--- src/rtl/laser_pkg.sv ---
// Shared register map and bit-field positions for the laser receiver and laser PWM peripherals.
package laser_pkg;

    localparam logic [4:0] REG_CTRL     = 5'h00;
    localparam logic [4:0] REG_GETLASER = 5'h02;
    localparam logic [4:0] REG_DUTY     = 5'h04;
    localparam logic [4:0] REG_PRESC    = 5'h08;
    localparam logic [4:0] REG_STATUS   = 5'h0C;

    localparam int unsigned BUS_W = 32;
    // One byte lane of DUTY per emitter
    localparam int unsigned LANE_W = 8;

    localparam int unsigned CTRL_EN_BIT   = 0;
    localparam int unsigned CTRL_MASK_LSB = 4;
    localparam int unsigned CTRL_MASK_W   = 4;

    localparam int unsigned STAT_PEND_BIT = 0;
    localparam int unsigned STAT_CAR_BIT  = 1;
    localparam int unsigned STAT_CNT_LSB  = 8;

endpackage

--- src/rtl/pwm_channel.sv ---
// One emitter: shadow duty register reloaded at period end, compare against the shared counter, output flop.
module pwm_channel #(
    parameter int unsigned DUTY_W = 8
) (
    input  logic              clk,
    input  logic              rst,
    input  logic              i_load,
    input  logic [DUTY_W-1:0] i_duty,
    input  logic [DUTY_W-1:0] i_cnt,
    input  logic              i_en,
    output logic              o_out
);

    logic [DUTY_W-1:0] r_shadow;

    always_ff @(posedge clk or negedge rst) begin
        if (!rst) begin
            r_shadow <= '0;
            o_out    <= 1'b0;
        end else begin
            if (i_load) begin
                r_shadow <= i_duty;
            end
            o_out <= i_en && (i_cnt < r_shadow);
        end
    end

endmodule

--- src/rtl/perip_laser_pwm.sv ---
// Laser emitter PWM peripheral: bus registers, prescaler, shared PWM counter and per-emitter channels.
// Optional carrier gating is built when LASER_PWM_CARRIER_EN is defined.
module perip_laser_pwm #(
    parameter int unsigned NUM_LASERS  = 4,
    parameter int unsigned DUTY_W      = 8,
    parameter int unsigned PRESC_W     = 16,
    parameter int unsigned CARRIER_DIV = 1000
) (
    input  logic                  clk,
    input  logic                  rst,
    input  logic [31:0]           d_in,
    input  logic                  cs,
    input  logic [31:0]           addr,
    input  logic                  rd,
    input  logic                  wr,
    output logic [31:0]           d_out,
    output logic [NUM_LASERS-1:0] laser_out,
    output logic                  carrier
);

    import laser_pkg::*;

    logic                         r_enable;
    logic [NUM_LASERS-1:0]        r_mask;
    logic [NUM_LASERS*DUTY_W-1:0] r_duty;
    logic [PRESC_W-1:0]           r_presc;
    logic [PRESC_W-1:0]           r_presc_cnt;
    logic [DUTY_W-1:0]            r_pwm_cnt;
    logic                         r_pending;

    logic [4:0]                   w_off;
    logic                         w_wr;
    logic                         w_rd;
    logic                         w_duty_wr;
    logic                         w_tick;
    logic                         w_period_end;
    logic                         w_gate;
    logic                         w_carrier;
    logic [NUM_LASERS*DUTY_W-1:0] w_duty_wdata;
    logic [BUS_W-1:0]             w_duty_rdata;
    logic [BUS_W-1:0]             w_rdata;
    logic                         w_unused;

    assign w_off        = addr[4:0];
    assign w_wr         = cs && wr;
    assign w_rd         = cs && rd;
    assign w_duty_wr    = w_wr && (w_off == REG_DUTY);
    assign w_tick       = (r_presc_cnt == r_presc);
    assign w_period_end = w_tick && (r_pwm_cnt == '1);

    // Byte lane i of the bus word maps to emitter i
    for (genvar g = 0; g < NUM_LASERS; g++) begin : g_lane
        assign w_duty_wdata[g*DUTY_W +: DUTY_W] = d_in[g*LANE_W +: DUTY_W];
        assign w_duty_rdata[g*LANE_W +: LANE_W] = LANE_W'(r_duty[g*DUTY_W +: DUTY_W]);
    end
    if (NUM_LASERS < 4) begin : g_duty_pad
        assign w_duty_rdata[BUS_W-1:NUM_LASERS*LANE_W] = '0;
    end

    // Bus-visible registers and the counters
    always_ff @(posedge clk or negedge rst) begin
        if (!rst) begin
            r_enable    <= 1'b0;
            r_mask      <= '0;
            r_duty      <= '0;
            r_presc     <= '0;
            r_presc_cnt <= '0;
            r_pwm_cnt   <= '0;
            r_pending   <= 1'b0;
        end else begin
            if (w_wr && (w_off == REG_CTRL)) begin
                r_enable <= d_in[CTRL_EN_BIT];
                r_mask   <= d_in[CTRL_MASK_LSB +: NUM_LASERS];
            end
            if (w_duty_wr) begin
                r_duty <= w_duty_wdata;
            end
            if (w_wr && (w_off == REG_PRESC)) begin
                r_presc     <= d_in[PRESC_W-1:0];
                r_presc_cnt <= '0;
            end else if (w_tick) begin
                r_presc_cnt <= '0;
            end else begin
                r_presc_cnt <= r_presc_cnt + PRESC_W'(1);
            end
            if (w_tick) begin
                r_pwm_cnt <= r_pwm_cnt + DUTY_W'(1);
            end
            // A DUTY write colliding with period end stays pending for the next period
            if (w_duty_wr) begin
                r_pending <= 1'b1;
            end else if (w_period_end) begin
                r_pending <= 1'b0;
            end
        end
    end

    // Read-data mux; values are pre-write when rd and wr coincide
    always_comb begin
        w_rdata = '0;
        case (w_off)
            REG_CTRL: begin
                w_rdata[CTRL_EN_BIT]                 = r_enable;
                w_rdata[CTRL_MASK_LSB +: NUM_LASERS] = r_mask;
            end
            REG_DUTY:   w_rdata = w_duty_rdata;
            REG_PRESC:  w_rdata[PRESC_W-1:0] = r_presc;
            REG_STATUS: begin
                w_rdata[STAT_PEND_BIT]          = r_pending;
                w_rdata[STAT_CAR_BIT]           = w_carrier;
                w_rdata[STAT_CNT_LSB +: DUTY_W] = r_pwm_cnt;
            end
            default: ;
        endcase
    end

    always_ff @(posedge clk or negedge rst) begin
        if (!rst) begin
            d_out <= '0;
        end else if (w_rd) begin
            d_out <= w_rdata;
        end
    end

`ifdef LASER_PWM_CARRIER_EN
    localparam int unsigned CAR_W = (CARRIER_DIV > 1) ? $clog2(CARRIER_DIV) : 1;

    logic [CAR_W-1:0] r_car_cnt;
    logic             r_carrier;

    // Square-wave carrier, half-period of CARRIER_DIV clocks
    always_ff @(posedge clk or negedge rst) begin
        if (!rst) begin
            r_car_cnt <= '0;
            r_carrier <= 1'b0;
        end else if (r_car_cnt == CAR_W'(CARRIER_DIV - 1)) begin
            r_car_cnt <= '0;
            r_carrier <= ~r_carrier;
        end else begin
            r_car_cnt <= r_car_cnt + CAR_W'(1);
        end
    end

    assign w_carrier = r_carrier;
    assign w_gate    = r_carrier;
    assign w_unused  = ^addr[31:5];
`else
    assign w_carrier = 1'b0;
    assign w_gate    = 1'b1;
    assign w_unused  = ^{addr[31:5], 32'(CARRIER_DIV)};
`endif

    assign carrier = w_carrier;

    for (genvar g = 0; g < NUM_LASERS; g++) begin : g_ch
        pwm_channel #(
            .DUTY_W (DUTY_W)
        ) u_ch (
            .clk    (clk),
            .rst    (rst),
            .i_load (w_period_end),
            .i_duty (r_duty[g*DUTY_W +: DUTY_W]),
            .i_cnt  (r_pwm_cnt),
            .i_en   (r_enable && r_mask[g] && w_gate),
            .o_out  (laser_out[g])
        );
    end

endmodule

--- config.mk ---
export PLATFORM = sky130hd
export DESIGN_NAME = perip_laser_pwm
export DESIGN_NICKNAME = d
export VERILOG_FILES = /design/src/rtl/laser_pkg.sv /design/src/rtl/pwm_channel.sv /design/src/rtl/perip_laser_pwm.sv
export SDC_FILE = /design/constraint.sdc
export NUM_CORES = 1
export LEC_CHECK = 0
export BUFFER_PORTS_ARGS = -buffer_cell sky130_fd_sc_hd__buf_2
export CAP_MARGIN = 20
export CORE_MARGIN = 4
export CORE_UTILIZATION = 57
export CTS_CLUSTER_SIZE = 8
export DETAILED_ROUTE_END_ITERATION = 7
export HOLD_SLACK_MARGIN = 0.02
export MAX_ROUTING_LAYER = met4
export PLACE_DENSITY = 0.8
export REMOVE_ABC_BUFFERS = 1
export SYNTH_ARGS = -nofsm -noshare
export SYNTH_HDL_FRONTEND = slang
export SYNTH_HIERARCHICAL = 1
export SYNTH_SLANG_ARGS = --single-unit
--- constraint.sdc ---
create_clock -name clk -period 3 [get_ports clk]
set_input_delay 0.9 -clock clk [delete_from_list [all_inputs] [get_ports clk]]
set_output_delay 0.9 -clock clk [all_outputs]
set_load 0.05 [all_outputs]
==> results.json <==
{
  "root_buffer": "clkbuf_16",
  "placedInstanceArea_um2": 7420,
  "clock_latency_ps": 420,
  "final_nets": 797,
  "netlist_top_cells_area": "dfrtp_1 53%, mux2_2 10%, ha_1 5.5%, nand2_1 4.7%, o21ai_0 4.7%",
  "fin_crit_ps": 2340,
  "netlist_area_um2": 6850,
  "ys_seq_elements": 146,
  "ys_async_sr_fraction_pct": 100,
  "outcome": "complete, no violations",
  "cts_hold_buf": 0,
  "relSlewSlack_pct": 51.9,
  "clock_skew_ps": 9.08,
  "cts_tree": "yes",
  "ioPinCount": 106,
  "crit_type": "reg2reg",
  "place.gp.congestion": 0.894,
  "syn_area_per_cell_um2": 11.2,
  "drtIter0Drc": 391,
  "core_um2": 11600,
  "critPathCaptureType": "flop",
  "wl_um": 15800,
  "synth_most_common_cell": "dfrtp_1",
  "area_growth_pct": 16.8,
  "ff2ff_path_depth": 7,
  "path_max_fanout": 25,
  "drc": 0,
  "crit_end": "g_ch[0].u_ch/r_shadow[2]",
  "synth_area_leader_cell": "dfrtp_1",
  "num_rows": 39,
  "setup_viol": 0,
  "antenna_left": 0,
  "p_sw_mw": 1.43,
  "dp.cells": 822,
  "hold_slack_ps": 392,
  "fp.dieH_um": 118,
  "fmax_mhz": 427,
  "grt_max_degree": 55,
  "finalCritPeriodShare_pct": 78.1,
  "synth_edf_count": 0,
  "first_pass_iters": 5,
  "place.port_buffers": 77,
  "antennaDiodeCount": 0,
  "ys.flop_type": "dfrtp_1",
  "dp_hpwl_um": 11100,
  "r2r-start": "r_presc_cnt[7]",
  "crit_start": "r_presc_cnt[7]",
  "max-vdd-ir-drop_v": 0.000483,
  "synth_common_cells": "146 x dfrtp_1, 86 x nand2_1, 64 x o21ai_0, 63 x mux2_2, 32 x nor2_1",
  "grt_pass1_vias": 5267,
  "slew_violations": 0,
  "ys_types": 40,
  "fillers": 832,
  "pwr-share-clk_pct": 38.8,
  "path_clk_slew_ps": 60,
  "fin_tns_setup_ps": 0,
  "die_area_um2": 13800,
  "clk_path_buf_depth": 2,
  "power_frac_seq_pct": 45.9,
  "grt_pass1_wl_um": 26700,
  "fin_cells": 853,
  "ff2ff_setup_slack_ps": 660,
  "tightestPinTransition_ps": 718,
  "combPwrFrac_pct": 15.3,
  "htree_levels": 4,
  "grt_setup_unrepaired": "false",
  "p_int_mw": 3.83,
  "grt_overflow_total": 0,
  "cts-resized-gates": 0,
  "power_mw": 5.26,
  "wire_per_inst_um": 18.6,
  "synth_cells": 611,
  "arrival_ps": 2670,
  "r2r-end": "g_ch[0].u_ch/r_shadow[2]",
  "synth_top_area_share_pct": 53.4,
  "post_cts_buffers": 0,
  "track_usage_pct": 25.1,
  "ys_seq_area_share_pct": 53.4,
  "antenna_found_initial": 0,
  "power_density_nw_per_um2": 658,
  "leakagePower_nw": 3.83,
  "hp-class": "in2async",
  "fin_ws_ps": 657,
  "place_ws_ps": 485,
  "final-hold-violation-count": 0,
  "drive_gt1_share_pct": 27.3,
  "cts_buffers": 17,
  "swShare_pct": 27.1,
  "die_x_um": 118,
  "critPathLaunchType": "flop",
  "start_util_pct": 59.2,
  "viasPerCell": 5.77,
  "drv_cap": 0,
  "crit_required_ps": 3330,
  "cts_num_sinks": 146,
  "fin_util_pct": 69.1,
  "vias": 4918,
  "ys.warnings.count": 6,
  "final_area_um2": 8000
}
==> how the worst min path moves through the flow <==
| stage | slack [ps] | cells past startpoint | endpoint | start |
|---|---|---|---|---|
| final | 390 | 1 | d_out[21] | rst |
| after floorplan | 460 | 2 | g_ch[1].u_ch/r_shadow[4] | r_duty[12] |
| after CTS | 390 | 1 | d_out[18] | rst |
| after detailed placement | 460 | 2 | d_out[20] | d_out[20] |
| after global placement | 460 | 2 | d_out[20] | d_out[20] |
| after global routing | 410 | 1 | d_out[21] | rst |
==> placed cells by master, fill, tap and decap left out, types with 11 or more instances in the layout <==
master	instances
nand4_1	12
ha_1	30
buf_4	11
clkbuf_16	17
nand2_1	86
o21ai_0	64
inv_1	30
nor2_1	32
mux2_2	63
xnor2_1	28
buf_2	76
dfrtp_1	146
==> flip-flops by register name (all words and copies together) (netlist names) <==
| register | flops |
|---|---|
| d_out | 32 |
| g_ch.u_ch/r_shadow | 32 |
| r_duty | 32 |
| r_presc | 16 |
| r_presc_cnt | 16 |
| r_pwm_cnt | 8 |
| g_ch.u_ch/o_out | 4 |
| r_mask | 4 |
| r_enable | 1 |
| r_pending | 1 |
==> power groups by stage <==
| stage | Sequential (mW) | Clock [mW] | Combinational [mW] |
|---|---|---|---|
| 3_3_place_gp | 2.43 | 0 | 0.747 |
| 2_1_floorplan | 2.40 | 0 | 0.526 |
| 6_report | 2.42 | 2.04 | 0.806 |
| 5_1_grt | 2.44 | 2.16 | 0.899 |
| 4_1_cts | 2.41 | 2.07 | 0.815 |
| 3_5_place_dp | 2.45 | 0 | 0.801 |
==> per-layer routing <==
metal | vias up | wire, um | GRT usage, %
met5 | - | 0 | -
met4 | 0 | 448 | 11.1
met3 | 39 | 852 | 6.73
met2 | 148 | 8120 | 40.6
met1 | 2454 | 6410 | 29.6
li1 | 2277 | - | -
==> layout make-up <==
type	instances	area, um^2	area share (%)
Sequential cell	146	3650	45.7
Multi-Input combinational cell	411	2920	36.5
Timing Repair Buffer	92	554	6.93
Clock buffer	28	537	6.71
Tap cell	143	179	2.24
Inverter	30	113	1.41
Clock inverter	3	42.5	0.532
==> kinds of logic after synthesis <==
kind of cell	Yosys count	share of synthesized area (%)
buf+inv	54	4.04
flops	146	53.4
mux	71	11.8
other cells	1	0.0548
simple gates	174	12.0
compound gates	98	8.53
fa+ha+maj	30	5.48
xor+xnor	37	4.73
==> worst max-delay path, cell delays in order, from the launching register on <==
cell and delay, ps:
dfrtp_1 440, xnor2_1 230, nand4_1 220, nor4_4 370, and3_2 560, buf_4 280, nand2_1 80, o21ai_0 80
No activity file was read; power rests on OpenSTA's default activity.
